## src/rtl/tx_sched_if.sv

```systemverilog
// Bundle between tx_sched, its byte requesters and the UART transmitter pins.
// The requester/transmitter side drives the master modport; the scheduler is the slave.
interface tx_sched_if #(
  parameter int NREQ = 4
);
  // Handshake: a requester holds req[i] with its byte stable on req_data until gnt[i]
  // pulses for one cycle (byte taken) or it withdraws. tx_start is a one-cycle launch
  // into the transmitter and tx_ready (tbr) is high whenever the transmitter is idle.
  logic [NREQ-1:0]   req;
  logic [8*NREQ-1:0] req_data;
  logic [NREQ-1:0]   req_en;
  logic [NREQ-1:0]   gnt;
  logic [7:0]        tx_data;
  logic              tx_start;
  logic              tx_ready;
  logic              busy;
  logic              err_tmo;
  logic [15:0]       bytes_sent;
  logic [1:0]        state_dbg;

  modport master (
    output req, req_data, req_en, tx_ready,
    input  gnt, tx_data, tx_start, busy, err_tmo, bytes_sent, state_dbg
  );

  modport slave (
    input  req, req_data, req_en, tx_ready,
    output gnt, tx_data, tx_start, busy, err_tmo, bytes_sent, state_dbg
  );
endinterface

```

## src/rtl/tx_sched.sv

```systemverilog
// Round-robin transmit scheduler: shares one UART transmitter among NREQ byte requesters,
// launches each byte with a one-cycle start pulse and tracks tbr until the frame completes.
module tx_sched #(
  parameter int NREQ     = 4,
  parameter int BUSY_TMO = 4
) (
  input  logic      clk,
  input  logic      rst,
  tx_sched_if.slave bus
);
  localparam int LW = (NREQ > 1) ? $clog2(NREQ) : 1;
  localparam int CW = $clog2(BUSY_TMO + 1);

  typedef enum logic [1:0] {
    S_IDLE  = 2'd0,
    S_START = 2'd1,
    S_BUSY  = 2'd2,
    S_DONE  = 2'd3
  } state_t;

  state_t          r_state;
  logic [LW-1:0]   r_last;
  logic [CW-1:0]   r_cnt;
  logic [NREQ-1:0] r_gnt;
  logic [7:0]      r_tx_data;
  logic            r_tx_start;
  logic            r_err_tmo;
  logic [15:0]     r_bytes_sent;

  logic [NREQ-1:0] w_masked;
  logic [LW-1:0]   w_win;
  logic            w_found;
  logic [7:0]      w_bytes [NREQ];

  assign w_masked = bus.req & bus.req_en;

  for (genvar g = 0; g < NREQ; g++) begin : g_bytes
    assign w_bytes[g] = bus.req_data[8*g+7:8*g];
  end

  // Search upward starting just after the last winner, wrapping at NREQ.
  always_comb begin : p_rr
    int idx;
    idx     = 0;
    w_win   = '0;
    w_found = 1'b0;
    for (int k = 1; k <= NREQ; k++) begin
      idx = int'(r_last) + k;
      if (idx >= NREQ) idx = idx - NREQ;
      if (!w_found && w_masked[LW'(idx)]) begin
        w_found = 1'b1;
        w_win   = LW'(idx);
      end
    end
  end

  always_ff @(posedge clk) begin
    if (!rst) begin
      r_state      <= S_IDLE;
      r_last       <= LW'(NREQ - 1);
      r_cnt        <= '0;
      r_gnt        <= '0;
      r_tx_data    <= 8'h00;
      r_tx_start   <= 1'b0;
      r_err_tmo    <= 1'b0;
      r_bytes_sent <= 16'h0000;
    end else begin
      r_tx_start <= 1'b0;
      r_gnt      <= '0;
      r_err_tmo  <= 1'b0;
      case (r_state)
        S_IDLE: begin
          if (bus.tx_ready && w_found) begin
            r_tx_data  <= w_bytes[w_win];
            r_tx_start <= 1'b1;
            r_gnt      <= {{(NREQ-1){1'b0}}, 1'b1} << w_win;
            r_last     <= w_win;
            r_state    <= S_START;
          end
        end
        S_START: begin
          r_cnt   <= '0;
          r_state <= S_BUSY;
        end
        S_BUSY: begin
          if (!bus.tx_ready) begin
            r_state <= S_DONE;
          end else if (r_cnt == CW'(BUSY_TMO - 1)) begin
            // Transmitter never accepted the start; drop the frame uncounted.
            r_err_tmo <= 1'b1;
            r_state   <= S_IDLE;
          end else begin
            r_cnt <= r_cnt + CW'(1);
          end
        end
        S_DONE: begin
          if (bus.tx_ready) begin
            r_bytes_sent <= r_bytes_sent + 16'd1;
            r_state      <= S_IDLE;
          end
        end
        default: r_state <= S_IDLE;
      endcase
    end
  end

  assign bus.gnt        = r_gnt;
  assign bus.tx_data    = r_tx_data;
  assign bus.tx_start   = r_tx_start;
  assign bus.busy       = (r_state != S_IDLE);
  assign bus.err_tmo    = r_err_tmo;
  assign bus.bytes_sent = r_bytes_sent;
  assign bus.state_dbg  = r_state;
endmodule

```

## src/flat_wrapper.sv

```systemverilog
// flat-port wrapper written by rule: the top's interface ports become plain ports
module tx_sched_flat 
#(
  parameter int NREQ     = 4,
  parameter int BUSY_TMO = 4
)
  (clk, rst, bus_req, bus_req_data, bus_req_en, bus_tx_ready, bus_gnt, bus_tx_data, bus_tx_start, bus_busy, bus_err_tmo, bus_bytes_sent, bus_state_dbg);
  tx_sched_if #(.NREQ(NREQ)) bus_i ();
  input  logic clk;
  input  logic rst;
  input wire logic [$bits(bus_i.req)-1:0] bus_req;
  input wire logic [$bits(bus_i.req_data)-1:0] bus_req_data;
  input wire logic [$bits(bus_i.req_en)-1:0] bus_req_en;
  input wire logic [$bits(bus_i.tx_ready)-1:0] bus_tx_ready;
  output wire logic [$bits(bus_i.gnt)-1:0] bus_gnt;
  output wire logic [$bits(bus_i.tx_data)-1:0] bus_tx_data;
  output wire logic [$bits(bus_i.tx_start)-1:0] bus_tx_start;
  output wire logic [$bits(bus_i.busy)-1:0] bus_busy;
  output wire logic [$bits(bus_i.err_tmo)-1:0] bus_err_tmo;
  output wire logic [$bits(bus_i.bytes_sent)-1:0] bus_bytes_sent;
  output wire logic [$bits(bus_i.state_dbg)-1:0] bus_state_dbg;
  assign bus_i.req = bus_req;
  assign bus_i.req_data = bus_req_data;
  assign bus_i.req_en = bus_req_en;
  assign bus_i.tx_ready = bus_tx_ready;
  assign bus_gnt = bus_i.gnt;
  assign bus_tx_data = bus_i.tx_data;
  assign bus_tx_start = bus_i.tx_start;
  assign bus_busy = bus_i.busy;
  assign bus_err_tmo = bus_i.err_tmo;
  assign bus_bytes_sent = bus_i.bytes_sent;
  assign bus_state_dbg = bus_i.state_dbg;
  tx_sched #(.NREQ(NREQ), .BUSY_TMO(BUSY_TMO)) u_core (.clk(clk), .rst(rst), .bus(bus_i));
endmodule
```

## config.mk

```make
export PLATFORM = sky130hd
export DESIGN_NAME = tx_sched_flat
export DESIGN_NICKNAME = d
export VERILOG_FILES = /design/src/rtl/tx_sched_if.sv /design/src/rtl/tx_sched.sv /design/src/flat_wrapper.sv
export SDC_FILE = /design/constraint.sdc
export NUM_CORES = 1
export LEC_CHECK = 0
export CAP_MARGIN = 20
export CORE_ASPECT_RATIO = 1.75
export CORE_MARGIN = 10
export CORE_UTILIZATION = 45
export CTS_CLUSTER_SIZE = 30
export DETAILED_ROUTE_END_ITERATION = 8
export PLACE_DENSITY_LB_ADDON = 0.15
export SLEW_MARGIN = 20
export SYNTH_ARGS = -nofsm -noshare
export SYNTH_HDL_FRONTEND = slang
export SYNTH_SLANG_ARGS = --single-unit
```

## constraint.sdc

```tcl
create_clock -name clk -period 3.7 [get_ports clk]
set_clock_uncertainty 0.2 [all_clocks]
set_input_delay 1.11 -clock clk [delete_from_list [all_inputs] [get_ports clk]]
set_output_delay 1.11 -clock clk [all_outputs]
set_load 0.05 [all_outputs]
```

==> results of run 1 <==
[metal layers]
layer / share of wire, % / global-route usage (%)
met2: 57 / 29.27
met4: 0.75 / 4.191
met3: 8.4 / 6.310
met1: 34 / 14.26
met5: 0 / 0
[kinds of logic (layout without fill, tap and decap cells)]
kind of cell	after synthesis	count (layout)	synth area share (%)
compound gates	45	45	18.90
fa+ha+maj	3	3	2.040
xor+xnor	12	12	5.710
flops	37	37	40.24
mux	11	11	6.118
buf+inv	15	93	3.399
simple gates	88	88	23.59
[flip-flops by register name, summed over array words and instances (netlist names)]
register / flops
u_core.bus.err_tmo: 1
u_core.r_last: 2
u_core.bus.gnt: 4
u_core.r_cnt: 3
u_core.bus.bytes_sent: 16
u_core.bus.tx_data: 8
u_core.bus.tx_start: 1
u_core.bus.state_dbg: 2
[power breakdown]
part	switching (mW)	total (mW)	internal, mW
logic	0.126	0.228	0.101
registers	0.0138	0.428	0.415
clock network	0.140	0.287	0.147
total	0.280	0.943	0.663
[critical path: stages (launching register included)]
cell             delay [ns]
dfxtp_1                0.46
nor2_1                 0.13
inv_1                  0.08
clkdlybuf4s50_1        0.82
[worst max path at each step]
stage                            endpoint  depth (start not counted)  slack [ns]
detailed placement  u_core.bus.tx_data[1]                          6        0.33
CTS                              bus_busy                          3        0.59
global route        u_core.bus.tx_data[0]                          6        0.53
finish                           bus_busy                          3        0.62
floorplan           u_core.bus.tx_data[2]                          6        1.05
global placement    u_core.bus.tx_data[7]                          6        0.38
[area by class of cell]
type,count,area share (%)
Sequential cell,37,27.04
Multi-Input combinational cell,159,37.87
Tap cell,48,2.193
Clock inverter,1,0.2741
Inverter,6,0.8223
Timing Repair Buffer,80,28.78
Clock buffer,6,3.015
[placed cells by master (no fill, tap or decap), types with 3 or more instances in the layout]
| cell | count |
|---|---|
| nor4_1 | 5 |
| nand3_1 | 10 |
| xnor2_1 | 4 |
| xor2_1 | 8 |
| nor3_1 | 3 |
| dfxtp_1 | 37 |
| a211o_1 | 7 |
| a21oi_1 | 6 |
| o211ai_1 | 9 |
| mux2i_1 | 9 |
| nand4_1 | 4 |
| nand2_1 | 28 |
| buf_4 | 5 |
| ha_1 | 3 |
| clkbuf_8 | 6 |
| clkdlybuf4s50_1 | 75 |
| nor2_1 | 19 |
| o21ai_0 | 11 |
| inv_1 | 6 |
| or3_1 | 3 |
| and2_1 | 3 |
| and3_1 | 5 |
[through the flow]
stage / util, % / instances
after global routing: 70.16 / 337
after detailed placement: 67.85 / 330
after floorplan: - / 211
after CTS: 70.16 / 337
after global placement: 67.85 / 330
final: 70.16 / 337
==> run metrics, run 1 <==
vias=approximately 1900; Min-Delay Startpoint=u_core.bus.tx_data[6]; Pwr Total=around 0.94 mW; Antenna diodes=0; hpwl dp=4366 µm; reg2reg setup slack=1.65 ns; hold_buf cts=0; post-synth top area share=between 40% and 50%; fraction of layout cells with a size suffix above 1=6.228%; DRC viols=0; maximum clock path buffer count=2; CP Capture Type=output pin; min-delay worst type=flip-flop to flip-flop; sequential element share of the synthesized area=about 40%; Hold Crit Depth=2; CTS Root Cell=clkbuf_8; IO Pins=76; CP required=2.39 ns; Tmin final=3.083 ns; Placed Instance Area=2649 µm²; clock latency on the worst-skew pair=0.28 ns; synthesized area=1841 µm²; initial antenna violation count=0; Crit Path Max Fanout=8; synth cell count leaders=37 x dfxtp_1, 28 x nand2_1, 19 x nor2_1; Tcrit/Tclk final=between 80% and 90%; Routed WL per cell=about 16 µm; first-pass GRT wire length=around 9000 µm; CTS H-tree lvls=2; status=finished clean; RSZ-0062 raised after global routing=no; syn avg cell area=8.723 µm²; Fillers=roughly 340; cell count of the worst reg-to-reg path=6; kind of critical path=flip-flop to output pin; Detailed Routing Iterations Pass 1=4; Layout area overhead=48.81%; Seq. cell area=740.7 µm²; Pwr per Cell Area=344.5 nW/µm²; Die Y=104.6 µm; final worst slack=0.6171 ns; overall die area=7149 µm²; Arr. time, crit path=about 1.8 ns; post-route cell area=2739 µm²; FP Rows=30; FF-to-FF End=u_core.bus.tx_data[2]; sum of negative setup slack=0 ns; main flop type after synthesis=dfxtp_1; number of nets with antenna violations after routing=0; port bufs=75; Post-CTS Setup Inserts=0; Final setup viols=0; Detailed Route WL=5441 µm; DRT iter0 DRCs=44; width of the die=approximately 68 µm; vias per inst=about 5.5; max cap viols=0; asr flop ratio synth=0%; pre-CTS setup slack=between 0.3 and 0.4 ns; CTS tree=yes; Leak=1.009 nW; Total Routing Usage GR=15.55%; number of gates resized after CTS=0; synthesized flop and latch total=37; Overflow after GRT=0; Peak Freq=roughly 320 MHz; area taken by multi-input logic gates=roughly 1000 µm²; worst hold path endpoint=u_core.bus.tx_data[6]; final count of pins violating max slew=0; worst slew pin tran=between 0.5 and 0.6 ns; top post-synthesis cells by area=dfxtp_1 40%, nand2_1 5.7%, mux2i_1 4.9%; Slew HR=between 60% and 70%; Post-Syn Instances=211; largest net degree at the start of global routing=23; Setup crit start=u_core.bus.state_dbg[0]; Initial Util=between 40% and 50%; YS warnings=0; Clock Sinks=37; Synthesized Nets=257; vias in the first global route=about 2000; CTS Buf Count=5; Yosys cell types=42; Final Net Count=about 340; most common cell in the netlist=dfxtp_1; startpoint types=flip-flop; area leader, netlist=dfxtp_1; VDD IR-drop max=0.2108 mV; final hold violation count=0; core box area=between 3000 and 4000 µm²; Final GP Congestion=roughly 0.79; clock slew at the register clock pins of the worst setup and hold paths=0.07 ns; Post-synth EDFFs=0; Hold WS=0.2763 ns; RR Startpoint=u_core.bus.state_dbg[0]
Note: power is estimated with default switching activity, not from simulation.
==> run 2, diff against run 1 <==
--- a/config.mk
+++ b/config.mk
@@ -8,7 +8,7 @@
 export CAP_MARGIN = 20
 export CORE_ASPECT_RATIO = 1.75
 export CORE_MARGIN = 10
-export CORE_UTILIZATION = 45
+export CORE_UTILIZATION = 43
 export CTS_CLUSTER_SIZE = 30
 export DETAILED_ROUTE_END_ITERATION = 8
 export PLACE_DENSITY_LB_ADDON = 0.15
==> constraint.sdc (replaced) <==
create_clock -name clk -period 2.92 [get_ports clk]
set_clock_uncertainty 0.2 [all_clocks]
set_input_delay 0.876 -clock clk [delete_from_list [all_inputs] [get_ports clk]]
set_output_delay 0.876 -clock clk [all_outputs]
set_load 0.05 [all_outputs]
==> run 2 against run 1 <==
  * Clock power increased by 27%
  * Sequential power increased by 27%
  * Flip-flop and latch count unchanged
  * Final area increased by 5.8%
  * Routed wire length decreased by 0.68%
  * Worst setup slack got worse by 0.48 ns
  * Register-to-register slack got worse by 0.68 ns
  * Utilization decreased by 0.34 points
  * Worst hold slack improved by 0.0080 ns
  * Global-route usage decreased by 0.41 points
  * Sequential share of layout area decreased by 1.5 points
  * Die area increased by 3.5%
  * Critical endpoint unchanged
==> run metrics, run 2 (synthesis results as in run 1) <==
CP Depth=3; Antenna diodes=0; clock latency on the worst-skew pair=0.29 ns; CP required=1.84 ns; Non-Filler Instances=about 360; Post-CTS Setup Inserts=0; min-delay worst type=flip-flop to flip-flop; first-pass GRT wire length=approximately 9400 µm; Worst Setup EP=bus_busy; final hold violation count=0; Tcrit/Tclk final=95.15%; final count of pins violating max slew=0; CTS Buf Count=5; worst slew pin tran=0.7143 ns; Buf+Inv Stages, Crit Path=2; hpwl dp=4476 µm; CTS Root Cell=clkbuf_8; port bufs=75; Final GP Congestion=0.7907; commonest non-fill, non-tap cell in the layout=clkdlybuf4s50_1; cell count of the worst reg-to-reg path=6; Detailed Routing Iterations Pass 1=4; vias in the first global route=between 2000 and 2500; vias per inst=5.267; Initial Util=between 40% and 50%; Final Net Count=356; Total Routing Usage GR=15.14%; vias=1891; Tmin final=2.779 ns; FF-to-FF End=u_core.bus.tx_data[0]; worst path cell trace=nor2_1 -> inv_1 -> clkdlybuf4s50_1; Layout area overhead=57.44%; max cap viols=0; DRT iter0 DRCs=53; VDD IR-drop max=roughly 0.33 mV; Placed Cells=between 300 and 400; Final setup viols=0; Overflow after GRT=0; kind of critical path=flip-flop to output pin; cell family with most CP delay=buffers and inverters; width of the die=69.46 µm; DRC viols=0; Peak Freq=359.9 MHz; Detailed Route WL=5404 µm; Arr. time, crit path=1.70 ns; status=finished clean; Routed WL per cell=15.05 µm; Leak=1.111 nW; Crit-path slowest cell=clkdlybuf4s50_1; FP Rows=31; CP Capture Type=output pin; overall die area=7400 µm²; Slew HR=52.33%; Clock Sinks=37; clock slew at the register clock pins of the worst setup and hold paths=0.07 ns; fraction of layout cells with a size suffix above 1=12.58%; IO Pins=between 70 and 80; reg2reg setup slack=0.97 ns; maximum clock path buffer count=2; RSZ-0062 raised after global routing=no; sum of negative setup slack=0 ns; largest net degree at the start of global routing=23; Setup crit start=u_core.bus.state_dbg[1]; CTS tree=yes; commonest non-fill, non-tap cells in the layout=75 x clkdlybuf4s50_1, 37 x dfxtp_1, 28 x nand2_1; Crit Path Max Fanout=8; hold_buf cts=0; number of nets with antenna violations after routing=0; Die Y=106.5 µm; number of gates resized after CTS=0; startpoint types=flip-flop; Pwr per Cell Area=approximately 420 nW/µm²; CTS H-tree lvls=2; CP peak stage delay=0.80 ns; max FFs per register=16; RR Startpoint=u_core.r_last[1]; initial antenna violation count=0; core box area=4150 µm²
-- run 2: cell types whose count changed in the layout (fill, tap and decap cells not counted) --
cell | before | now
buf_4 | 5 | 26
-- run 2: how the worst min path moves through the flow --
| stage | to | start | slack, ns | depth (start not counted) |
|---|---|---|---|---|
| floorplan | u_core.r_last[0] | u_core.r_last[0] | 0.26 | 2 |
| global placement | u_core.bus.tx_data[6] | u_core.bus.tx_data[6] | 0.26 | 2 |
| detailed placement | u_core.bus.tx_data[6] | u_core.bus.tx_data[6] | 0.27 | 2 |
| CTS | u_core.bus.tx_data[2] | u_core.bus.tx_data[2] | 0.29 | 2 |
| global route | u_core.bus.tx_data[4] | u_core.bus.tx_data[4] | 0.31 | 2 |
| finish | u_core.bus.tx_data[2] | u_core.bus.tx_data[2] | 0.28 | 2 |
-- run 2: report_power, final --
group          leakage, nW  total [mW]  internal, mW  switching (mW)
logic                0.768       0.315         0.152           0.163
registers            0.300       0.543         0.525          0.0173
clock network       0.0433       0.365         0.186           0.178
total                 1.11        1.22         0.864           0.359
-- run 2: worst reg2reg max path: cells and delay by family, from the launching register on --
family,cells,cell delay [ns]
AO/OA/AOI/OAI,3,0.68
flip-flops,1,0.47
AND/OR/NAND/NOR,2,0.35
buffers and inverters,1,0.18
-- run 2: metal layers --
metal  vias to the layer above  GRT usage (%)  share of wire [%]
li1                        962              -                  -
met1                       861          12.94                 32
met2                        60          29.53                 57
met3                         8          6.983                8.6
met4                         0          5.202                1.7
met5                         -              0                  0
-- run 2: final cells by class --
cell class	instances	area [µm²]
clock inverters	1	7.507
repair buffers	101	945.9
clock buffers	6	82.58
inverters	6	22.52
fillers	333	1252
multi-input cells	159	1037
well taps	49	61.31
flip-flops and latches	37	740.7
-- run 2: stage by stage --
step	util [%]	cell area, µm²	setup slack, ns	hold WS (ns)	total power, mW
after floorplan	-	1841	0.5023	0.2637	0.7160
after global placement	67.65	2808	-0.002619	0.2637	0.8671
after detailed placement	67.65	2808	-0.02979	0.2738	0.8711
after CTS	69.82	2898	0.1347	0.2863	1.231
after global routing	69.82	2898	0.06915	0.3077	1.282
final	69.82	2898	0.1415	0.2843	1.223
